$ cat src/rtl/seq_alu_if.sv
// seq_alu_if: command/result handshake bundle between the decoder, seq_alu and register writeback
interface seq_alu_if #(parameter int WIDTH = 8);
   logic in_valid, in_ready, out_valid, out_ready;
   logic [2:0] op;
   logic [WIDTH-1:0] a, b, result_lo, result_hi;
   logic flag_zero, flag_carry, flag_cmp, flag_err;
   modport master(output in_valid, op, a, b, out_ready,
                  input in_ready, out_valid, result_lo, result_hi, flag_zero, flag_carry, flag_cmp, flag_err);
   modport slave(input in_valid, op, a, b, out_ready,
                 output in_ready, out_valid, result_lo, result_hi, flag_zero, flag_carry, flag_cmp, flag_err);
endinterface

$ cat src/rtl/seq_alu.sv
// seq_alu: multi-cycle unsigned ALU with valid/ready handshakes; iterative MUL/DIV present only when SEQ_ALU_MULDIV_EN is defined
module seq_alu #(parameter int WIDTH = 8) (
   input logic clk,
   input logic rst,
   seq_alu_if.slave bus
);
   localparam logic [2:0] OP_ADD = 3'd0, OP_SUB = 3'd1, OP_MUL = 3'd2, OP_DIV = 3'd3;
   localparam logic [2:0] OP_EQ = 3'd4, OP_GT = 3'd5, OP_LT = 3'd6, OP_RSV = 3'd7;
   typedef enum logic [1:0] {IDLE, BUSY, DONE} state_t;
   state_t state, state_nx;
   logic [WIDTH-1:0] res_lo, res_hi, imm_lo;
   logic [WIDTH:0] sum, diff;
   logic f_zero, f_carry, f_cmp, f_err;
   logic accept, go_busy, last, cmp, imm_carry, imm_err;
   assign bus.in_ready = state == IDLE;
   assign bus.out_valid = state == DONE;
   assign bus.result_lo = res_lo;
   assign bus.result_hi = res_hi;
   assign {bus.flag_zero, bus.flag_carry, bus.flag_cmp, bus.flag_err} = {f_zero, f_carry, f_cmp, f_err};
   assign accept = bus.in_valid && state == IDLE;
   always_comb begin
      sum = {1'b0, bus.a} + {1'b0, bus.b};
      diff = {1'b0, bus.a} - {1'b0, bus.b};
      cmp = bus.op == OP_EQ ? bus.a == bus.b : bus.op == OP_GT ? bus.a > bus.b : bus.op == OP_LT && bus.a < bus.b;
      imm_lo = bus.op == OP_ADD ? sum[WIDTH-1:0] : bus.op == OP_SUB ? diff[WIDTH-1:0] : {{(WIDTH-1){1'b0}}, cmp};
      imm_carry = bus.op == OP_ADD ? sum[WIDTH] : bus.op == OP_SUB && diff[WIDTH];
`ifdef SEQ_ALU_MULDIV_EN
      imm_err = bus.op == OP_RSV || (bus.op == OP_DIV && bus.b == '0);
      go_busy = bus.op == OP_MUL || (bus.op == OP_DIV && bus.b != '0);
`else
      imm_err = bus.op == OP_RSV || bus.op == OP_MUL || bus.op == OP_DIV;
      go_busy = 1'b0;
`endif
      state_nx = state == IDLE ? (accept ? (go_busy ? BUSY : DONE) : IDLE) :
                 state == BUSY ? (last ? DONE : BUSY) : (bus.out_ready ? IDLE : DONE);
   end
`ifdef SEQ_ALU_MULDIV_EN
   localparam int CW = $clog2(WIDTH + 1);
   logic [2*WIDTH-1:0] acc, step;
   logic [WIDTH-1:0] d, div_r;
   logic [WIDTH:0] mul_sum, div_hi;
   logic [CW-1:0] cnt;
   logic is_div, div_ge;
   assign last = cnt == CW'(1);
   // acc holds {partial product, multiplier} for MUL and {remainder, dividend/quotient} for DIV
   always_comb begin
      mul_sum = {1'b0, acc[2*WIDTH-1:WIDTH]} + (acc[0] ? {1'b0, d} : '0);
      div_hi = acc[2*WIDTH-1:WIDTH-1];
      div_ge = div_hi >= {1'b0, d};
      div_r = div_ge ? WIDTH'(div_hi - {1'b0, d}) : div_hi[WIDTH-1:0];
      step = is_div ? {div_r, acc[WIDTH-2:0], div_ge} : {mul_sum, acc[WIDTH-1:1]};
   end
   always_ff @(posedge clk)
      if (accept) begin
         acc <= {{WIDTH{1'b0}}, bus.op == OP_DIV ? bus.a : bus.b};
         d <= bus.op == OP_DIV ? bus.b : bus.a;
         is_div <= bus.op == OP_DIV;
         cnt <= CW'(WIDTH);
      end else if (state == BUSY) begin
         acc <= step;
         cnt <= cnt - 1'b1;
      end
`else
   assign last = 1'b1;
`endif
   always_ff @(posedge clk)
      if (rst) begin
         state <= IDLE;
         res_lo <= '0;
         res_hi <= '0;
         {f_zero, f_carry, f_cmp, f_err} <= '0;
      end else begin
         state <= state_nx;
         if (accept && !go_busy) begin
            res_lo <= imm_lo;
            res_hi <= '0;
            f_zero <= imm_lo == '0;
            f_carry <= imm_carry;
            f_cmp <= cmp;
            f_err <= imm_err;
         end
`ifdef SEQ_ALU_MULDIV_EN
         if (state == BUSY && last) begin
            res_lo <= step[WIDTH-1:0];
            res_hi <= step[2*WIDTH-1:WIDTH];
            f_zero <= is_div ? step[WIDTH-1:0] == '0 : step == '0;
            {f_carry, f_cmp, f_err} <= '0;
         end
`endif
      end
endmodule

$ cat src/flat_wrapper.sv
// flat-port wrapper written by rule: the top's interface ports become plain ports
module seq_alu_flat 
#(parameter int WIDTH = 8)
  (clk, rst, bus_in_valid, bus_op, bus_a, bus_b, bus_out_ready, bus_in_ready, bus_out_valid, bus_result_lo, bus_result_hi, bus_flag_zero, bus_flag_carry, bus_flag_cmp, bus_flag_err);
  seq_alu_if #(.WIDTH(WIDTH)) bus_i ();
  input logic clk;
  input logic rst;
  input wire logic [$bits(bus_i.in_valid)-1:0] bus_in_valid;
  input wire logic [$bits(bus_i.op)-1:0] bus_op;
  input wire logic [$bits(bus_i.a)-1:0] bus_a;
  input wire logic [$bits(bus_i.b)-1:0] bus_b;
  input wire logic [$bits(bus_i.out_ready)-1:0] bus_out_ready;
  output wire logic [$bits(bus_i.in_ready)-1:0] bus_in_ready;
  output wire logic [$bits(bus_i.out_valid)-1:0] bus_out_valid;
  output wire logic [$bits(bus_i.result_lo)-1:0] bus_result_lo;
  output wire logic [$bits(bus_i.result_hi)-1:0] bus_result_hi;
  output wire logic [$bits(bus_i.flag_zero)-1:0] bus_flag_zero;
  output wire logic [$bits(bus_i.flag_carry)-1:0] bus_flag_carry;
  output wire logic [$bits(bus_i.flag_cmp)-1:0] bus_flag_cmp;
  output wire logic [$bits(bus_i.flag_err)-1:0] bus_flag_err;
  assign bus_i.in_valid = bus_in_valid;
  assign bus_i.op = bus_op;
  assign bus_i.a = bus_a;
  assign bus_i.b = bus_b;
  assign bus_i.out_ready = bus_out_ready;
  assign bus_in_ready = bus_i.in_ready;
  assign bus_out_valid = bus_i.out_valid;
  assign bus_result_lo = bus_i.result_lo;
  assign bus_result_hi = bus_i.result_hi;
  assign bus_flag_zero = bus_i.flag_zero;
  assign bus_flag_carry = bus_i.flag_carry;
  assign bus_flag_cmp = bus_i.flag_cmp;
  assign bus_flag_err = bus_i.flag_err;
  seq_alu #(.WIDTH(WIDTH)) u_core (.clk(clk), .rst(rst), .bus(bus_i));
endmodule
$ cat config.mk
export PLATFORM = sky130hd
export DESIGN_NAME = seq_alu_flat
export DESIGN_NICKNAME = d
export VERILOG_FILES = /design/src/rtl/seq_alu_if.sv /design/src/rtl/seq_alu.sv /design/src/flat_wrapper.sv
export SDC_FILE = /design/constraint.sdc
export NUM_CORES = 1
export LEC_CHECK = 0
export ABC_CLOCK_PERIOD_IN_PS = 3390
export CAP_MARGIN = 30
export CORE_MARGIN = 5
export CORE_UTILIZATION = 47
export DETAILED_ROUTE_END_ITERATION = 8
export GPL_ROUTABILITY_DRIVEN = 0
export PLACE_DENSITY = 0.89
export SETUP_SLACK_MARGIN = 0.15
export SYNTH_ARGS = -nofsm -noshare
export SYNTH_HDL_FRONTEND = slang
export SYNTH_SLANG_ARGS = --single-unit
$ cat constraint.sdc
create_clock -name clk -period 3.39 [get_ports clk]
set_input_delay 1.017 -clock clk [delete_from_list [all_inputs] [get_ports clk]]
set_output_delay 1.017 -clock clk [all_outputs]
set_load 0.005 [all_outputs]
==> results.toml, run 1 <==
[setup_path]
cp_slowest_cell = "clkdlybuf4s50_1"
cp_max_fo = 3
end_kind = "register"
crit_chain = "clkdlybuf4s50_1 -> ha_1 -> fa_1 -> nor3b_1 -> nor3_2 -> mux2i_1 -> xnor2_1 -> o21ai_0 -> o211ai_1 -> o41ai_2"
start_kind = "input pin"
path_buf_inv = 1
arrival_ns = 3.31
required_ns = 3.58
crit_type = "input pin to register"
timing.rr.start = "u_core.state[1]"
critical_path.startpoint = "bus_b[0]"
path_delay_family = "adder cells"
slowest_delay_ns = 0.44

[power]
total_leakage_power_uw = 0.000758
p_per_area_mw_per_mm2 = 265
ir_worst_vdd_v = 0.000109

[worst_hold_path]
hp-class = "register to register"
hold_start = "u_core.bus.result_lo[2]"

[cells_and_area]
area_growth_pct = 30.8
layout.cells.non_filler = 263
n_fill_cell = 277
drive_gt1_share_pct = 12.2
antenna_cells = 0
final_util_pct = 62.9
final_nets = 272

[timing]
min_period_ns = 3.12
setup_ws_ns = 0.270
slew_violations = 0
setup_viol = 0
period_share_pct = 92.0
fin_skew_ns = 0.00123
worst_pin_slew_ns = 0.522
rsz0062_at_grt = "false"
max_clock_freq_ghz = 0.320
max-slew-margin-rel_pct = 65.1
hold_viol = 0

[placed_design]
port_buffers = 36
dp_cells = 259
dp_slack_ns = -0.0741
hpwl_mm = 2.72

[grt]
grt_overflow = 0
grt_use_total_pct = 16.0
first_global_vias = 1284
antenna_found_initial = 0
grt_pass1_wl_mm = 5.53
grt_max_degree = 16

[synth]
async_flop_share_pct = 0
ys_warn_count = 0
synth-seq-cells = 13
synth-edff-count = 0
yosysTopAreaCellShare_pct = 18.2
yosysMostFrequentCell = "nand2_1"
ys_seq_area_share_pct = 18.2
synth_area_leader_cell = "dfxtp_1"
synth_area_per_cell_um2 = 7.53
synthesis.area_mm2 = 0.00143
postSynthCellCount = 190
synthTopCellsByArea = "dfxtp_1, ha_1, a21oi_1, buf_4, nand2_1"
synthTopCellsByCount = "nand2_1, a21oi_1, nor2_1"
synthFlopType = "dfxtp_1"
synth.distinct_cells = 46

[clock_tree]
ctsHoldBuffers = 0
clk-insertion-delay-late_ns = 0.28
cts_tree = "built"
cts_num_sinks = 13
post_cts_resized = 0
clockBufferDepth = 2
cts_htree_levels = 1
clkTransAtPathRegs_ns = 0.07
cts_buffers = 3
postCtsSetupRepairBufs = 0
root_buffer = "clkbuf_4"

[drt]
dr.pass1.iters = 4
post_drt_via_cell_ratio = 5.35
wire_per_inst_um = 12.3
num_vias = 1408
ant_nets = 0
finalWirelength_mm = 3.24
drt_iter0_drc = 65
drc = 0

[floorplanning]
top_level_ports = 45
rows = 20
fp.dieW_um = 65.2
start_util_pct = 48.1
core_mm2 = 0.00298
dieArea_mm2 = 0.00425
die_y_um = 65.2

[job]
drv_cap = 0

[run_status]
status = "finished clean"
[path summary, 6_finish.rpt]
check,slack (ns),end,depth (start not counted)
worst max-delay path,0.27,u_core.bus.flag_zero,10
worst min-delay path,0.46,u_core.bus.result_lo[2],2
worst max register to register,1.83,u_core.bus.flag_zero,5
worst min register to register,0.46,u_core.bus.result_lo[2],2
[cell families (layout without fill, tap and decap cells)]
logic type,count (synthesis),after routing,share of synthesized area (%)
other,1,8,0.262
AO/OA/AOI/OAI,47,47,22.1
flip-flops,13,13,18.2
buffers and inverters,31,64,12.2
XOR/XNOR,5,5,3.06
AND/OR/NAND/NOR,72,72,25.3
multiplexers,3,3,2.10
adder cells (fa/ha/maj),18,18,16.8
[final cells by class]
class / instances / area [um^2] / share of cell area, %
timing repair buffer: 48 / 450 / 24.1
multi-input combinational: 153 / 1050 / 56.0
tap: 33 / 41.3 / 2.21
sequential: 13 / 260 / 13.9
clock buffer: 4 / 26.3 / 1.40
inverter: 12 / 45.0 / 2.41
[power by group]
part	total, uW	switching (uW)	internal [uW]
logic	235	116	119
clock network	94.9	49.2	45.7
registers	165	4.73	161
total	496	170	326
[state kept, by name, indices dropped and copies added (netlist names)]
register and cells:
u_core.bus.result_lo 8, u_core.bus.flag_zero 1, u_core.state 1, u_core.bus.flag_carry 1, u_core.bus.flag_cmp 1, u_core.bus.flag_err 1
[layout by cell type, fill, tap and decap left out, types with 2 or more instances in the layout]
cell and count:
clkdlybuf4s50_1 36, nand2_1 20, nor2_1 17, a21oi_1 17, ha_1 14, dfxtp_1 13, inv_1 12, buf_4 12
o21ai_0 9, nor2b_1 8, conb_1 8, nand3_1 7, xnor2_1 5, nand4_1 3, a211oi_1 3, o21bai_1 3
nor3_1 3, clkbuf_4 3, mux2i_1 2, nand3b_1 2, o31ai_1 2, or3_1 2, o211ai_1 2, fa_1 2
[per-stage QoR]
step,setup TNS (ns),total power [uW],cell area (um^2),hold WS (ns)
final,0,496,1870,0.456
after floorplan,0,317,1460,0.448
after global routing,0,531,1870,0.478
after global placement,-0.00595,392,1820,0.441
after CTS,0,491,1850,0.458
after detailed placement,-0.0812,398,1820,0.448
[per-layer routing]
layer  track usage (%)  vias up  wire (um)
li1                  -      723          -
met5                 0        -          0
met4              6.99        0         48
met3              1.03        5        146
met2              27.6       38       1580
met1              20.5      642       1460
[tightest hold or removal path, cell delays in order (launching register included)]
cell     delay, ns
dfxtp_1       0.31
nand2_1       0.05
a21oi_1       0.05
(Power assumes the default switching activity.)
==> run 2, diff against run 1 <==
--- a/config.mk
+++ b/config.mk
@@ -7,8 +7,10 @@
 export LEC_CHECK = 0
 export ABC_CLOCK_PERIOD_IN_PS = 3390
 export CAP_MARGIN = 30
+export CORE_ASPECT_RATIO = 0.75
 export CORE_MARGIN = 5
 export CORE_UTILIZATION = 47
+export CTS_BUF_LIST = sky130_fd_sc_hd__clkbuf_16
 export DETAILED_ROUTE_END_ITERATION = 8
 export GPL_ROUTABILITY_DRIVEN = 0
 export PLACE_DENSITY = 0.89
==> results.toml, run 2 (synthesis results as in run 1) <==
[run_status]
status = "finished clean"

[floorplanning]
dieArea_mm2 = 0.00426
start_util_pct = 48.8
core_mm2 = 0.00294
top_level_ports = 45
rows = 17
fp.dieW_um = 73.7
die_y_um = 57.8

[setup_path]
crit_type = "input pin to register"
cp_max_fo = 7
crit_chain = "clkdlybuf4s50_1 -> inv_1 -> ha_4 -> nand3_1 -> nor3b_2 -> a221oi_2 -> nor2b_1 -> o221a_1 -> o21bai_1 -> o41ai_2"
r2r_slack_ns = 2.05
slowest_delay_ns = 0.48
path_delay_family = "compound AO/OA/AOI/OAI gates"
path_buf_inv = 2
start_kind = "input pin"
arrival_ns = 3.23
cp_slowest_cell = "clkdlybuf4s50_1"
end_kind = "register"
required_ns = 3.54

[drt]
drc = 0
num_vias = 1450
wire_per_inst_um = 13.8
finalWirelength_mm = 3.75
drt_iter0_drc = 81
dr.pass1.iters = 4
post_drt_via_cell_ratio = 5.33
ant_nets = 0

[clock_tree]
clockBufferDepth = 2
cts_tree = "built"
clk-insertion-delay-late_ns = 0.24
cts_num_sinks = 13
root_buffer = "clkbuf_16"
clkTransAtPathRegs_ns = 0.05
cts_buffers = 3
cts_htree_levels = 1
ctsHoldBuffers = 0

[placed_design]
dp_cells = 267
port_buffers = 36
hpwl_mm = 2.86

[timing]
period_share_pct = 90.8
max_clock_freq_ghz = 0.325
hold_viol = 0
fin_skew_ns = 0.00185
slew_violations = 0
rsz0062_at_grt = "false"
min_period_ns = 3.08
setup_viol = 0

[cells_and_area]
final_util_pct = 69.1
n_fill_cell = 239
final_common_cell = "clkdlybuf4s50_1"
area_growth_pct = 41.6
drive_gt1_share_pct = 16.2
mostFrequentLayoutCells = "clkdlybuf4s50_1, nand2_1, nor2_1, a21oi_1, buf_4"
antenna_cells = 0
largest_register_ffs = 8
layout.cells.non_filler = 272
final_nets = 276

[grt]
first_global_vias = 1348
met2_usage_pct = 27.8
busiest_layer = "met2"
grt_use_total_pct = 17.8
grt_overflow = 0
grt_pass1_wl_mm = 6.13
grtUsageMet1_pct = 24.8
grt_max_degree = 18
groute.layer.met3.usage_pct = 3.99
antenna_found_initial = 0

[power]
p_per_area_mw_per_mm2 = 318
total_leakage_power_uw = 0.000818
ir_worst_vdd_v = 0.000200

[job]
drv_cap = 0

[worst_hold_path]
hp-class = "register to register"
==> run 2: cell type report <==
| type | count | area, um^2 | share of cell area, % |
|---|---|---|---|
| sequential | 13 | 260 | 12.8 |
| clock inverter | 1 | 3.75 | 0.185 |
| multi-input combinational | 153 | 1110 | 54.9 |
| inverter | 12 | 45.0 | 2.22 |
| tap | 38 | 47.5 | 2.35 |
| timing repair buffer | 52 | 483 | 23.8 |
| clock buffer | 3 | 75.1 | 3.70 |
==> run 2: path summary, 6_finish.rpt <==
check,from,end,cells after the start
setup / recovery,bus_b[3],u_core.bus.flag_zero,10
hold / removal,u_core.bus.flag_err,u_core.bus.flag_err,2
setup reg to reg,u_core.state[1],u_core.bus.flag_zero,6
hold reg to reg,u_core.bus.flag_err,u_core.bus.flag_err,2
==> run 2: per-layer routing <==
layer / vias to the layer above / part of all wire [%]
met1: 662 / 45
met5: - / 0
met4: 0 / 1.1
met3: 7 / 6.7
li1: 730 / -
met2: 51 / 47
==> run 2: stage by stage <==
step / area (um^2) / TNS, ns / worst slack (ns) / total power [uW] / hold slack [ns]
detailed placement: 1850 / -0.0887 / -0.0813 / 400 / 0.444
floorplan: 1460 / 0 / 0.607 / 317 / 0.448
global placement: 1850 / 0 / 0.0125 / 395 / 0.441
CTS: 1930 / 0 / 0.154 / 624 / 0.450
global route: 2030 / 0 / 0.149 / 679 / 0.467
finish: 2030 / 0 / 0.313 / 645 / 0.449
==> run 2: repair_timing <==
item,4_1_cts,5_1_grt
setup buffers,0,1
endpoints found under the setup margin,0,5
resized for setup,0,16
==> run 2: where the power goes <==
group,internal [uW],switching (uW),total [uW],leakage (uW)
clock,156,68.0,224,0.0000423
combinational,129,125,255,0.000669
sequential,161,4.99,166,0.000106
==> run 2: tightest hold or removal path, stage by stage, from the launching register on <==
cell and delay (ns):
dfxtp_1 0.30, nand2_1 0.05, a21oi_1 0.05
==> run 3, diff against run 2 <==
--- a/config.mk
+++ b/config.mk
@@ -11,6 +11,7 @@
 export CORE_MARGIN = 5
 export CORE_UTILIZATION = 47
 export CTS_BUF_LIST = sky130_fd_sc_hd__clkbuf_16
+export CTS_CLUSTER_SIZE = 20
 export DETAILED_ROUTE_END_ITERATION = 8
 export GPL_ROUTABILITY_DRIVEN = 0
 export PLACE_DENSITY = 0.89
@@ -18,3 +19,4 @@
 export SYNTH_ARGS = -nofsm -noshare
 export SYNTH_HDL_FRONTEND = slang
 export SYNTH_SLANG_ARGS = --single-unit
+export TNS_END_PERCENT = 30
==> results of run 3 <==
Same layout as run 2: the final DEF is identical, and so are final timing and power.
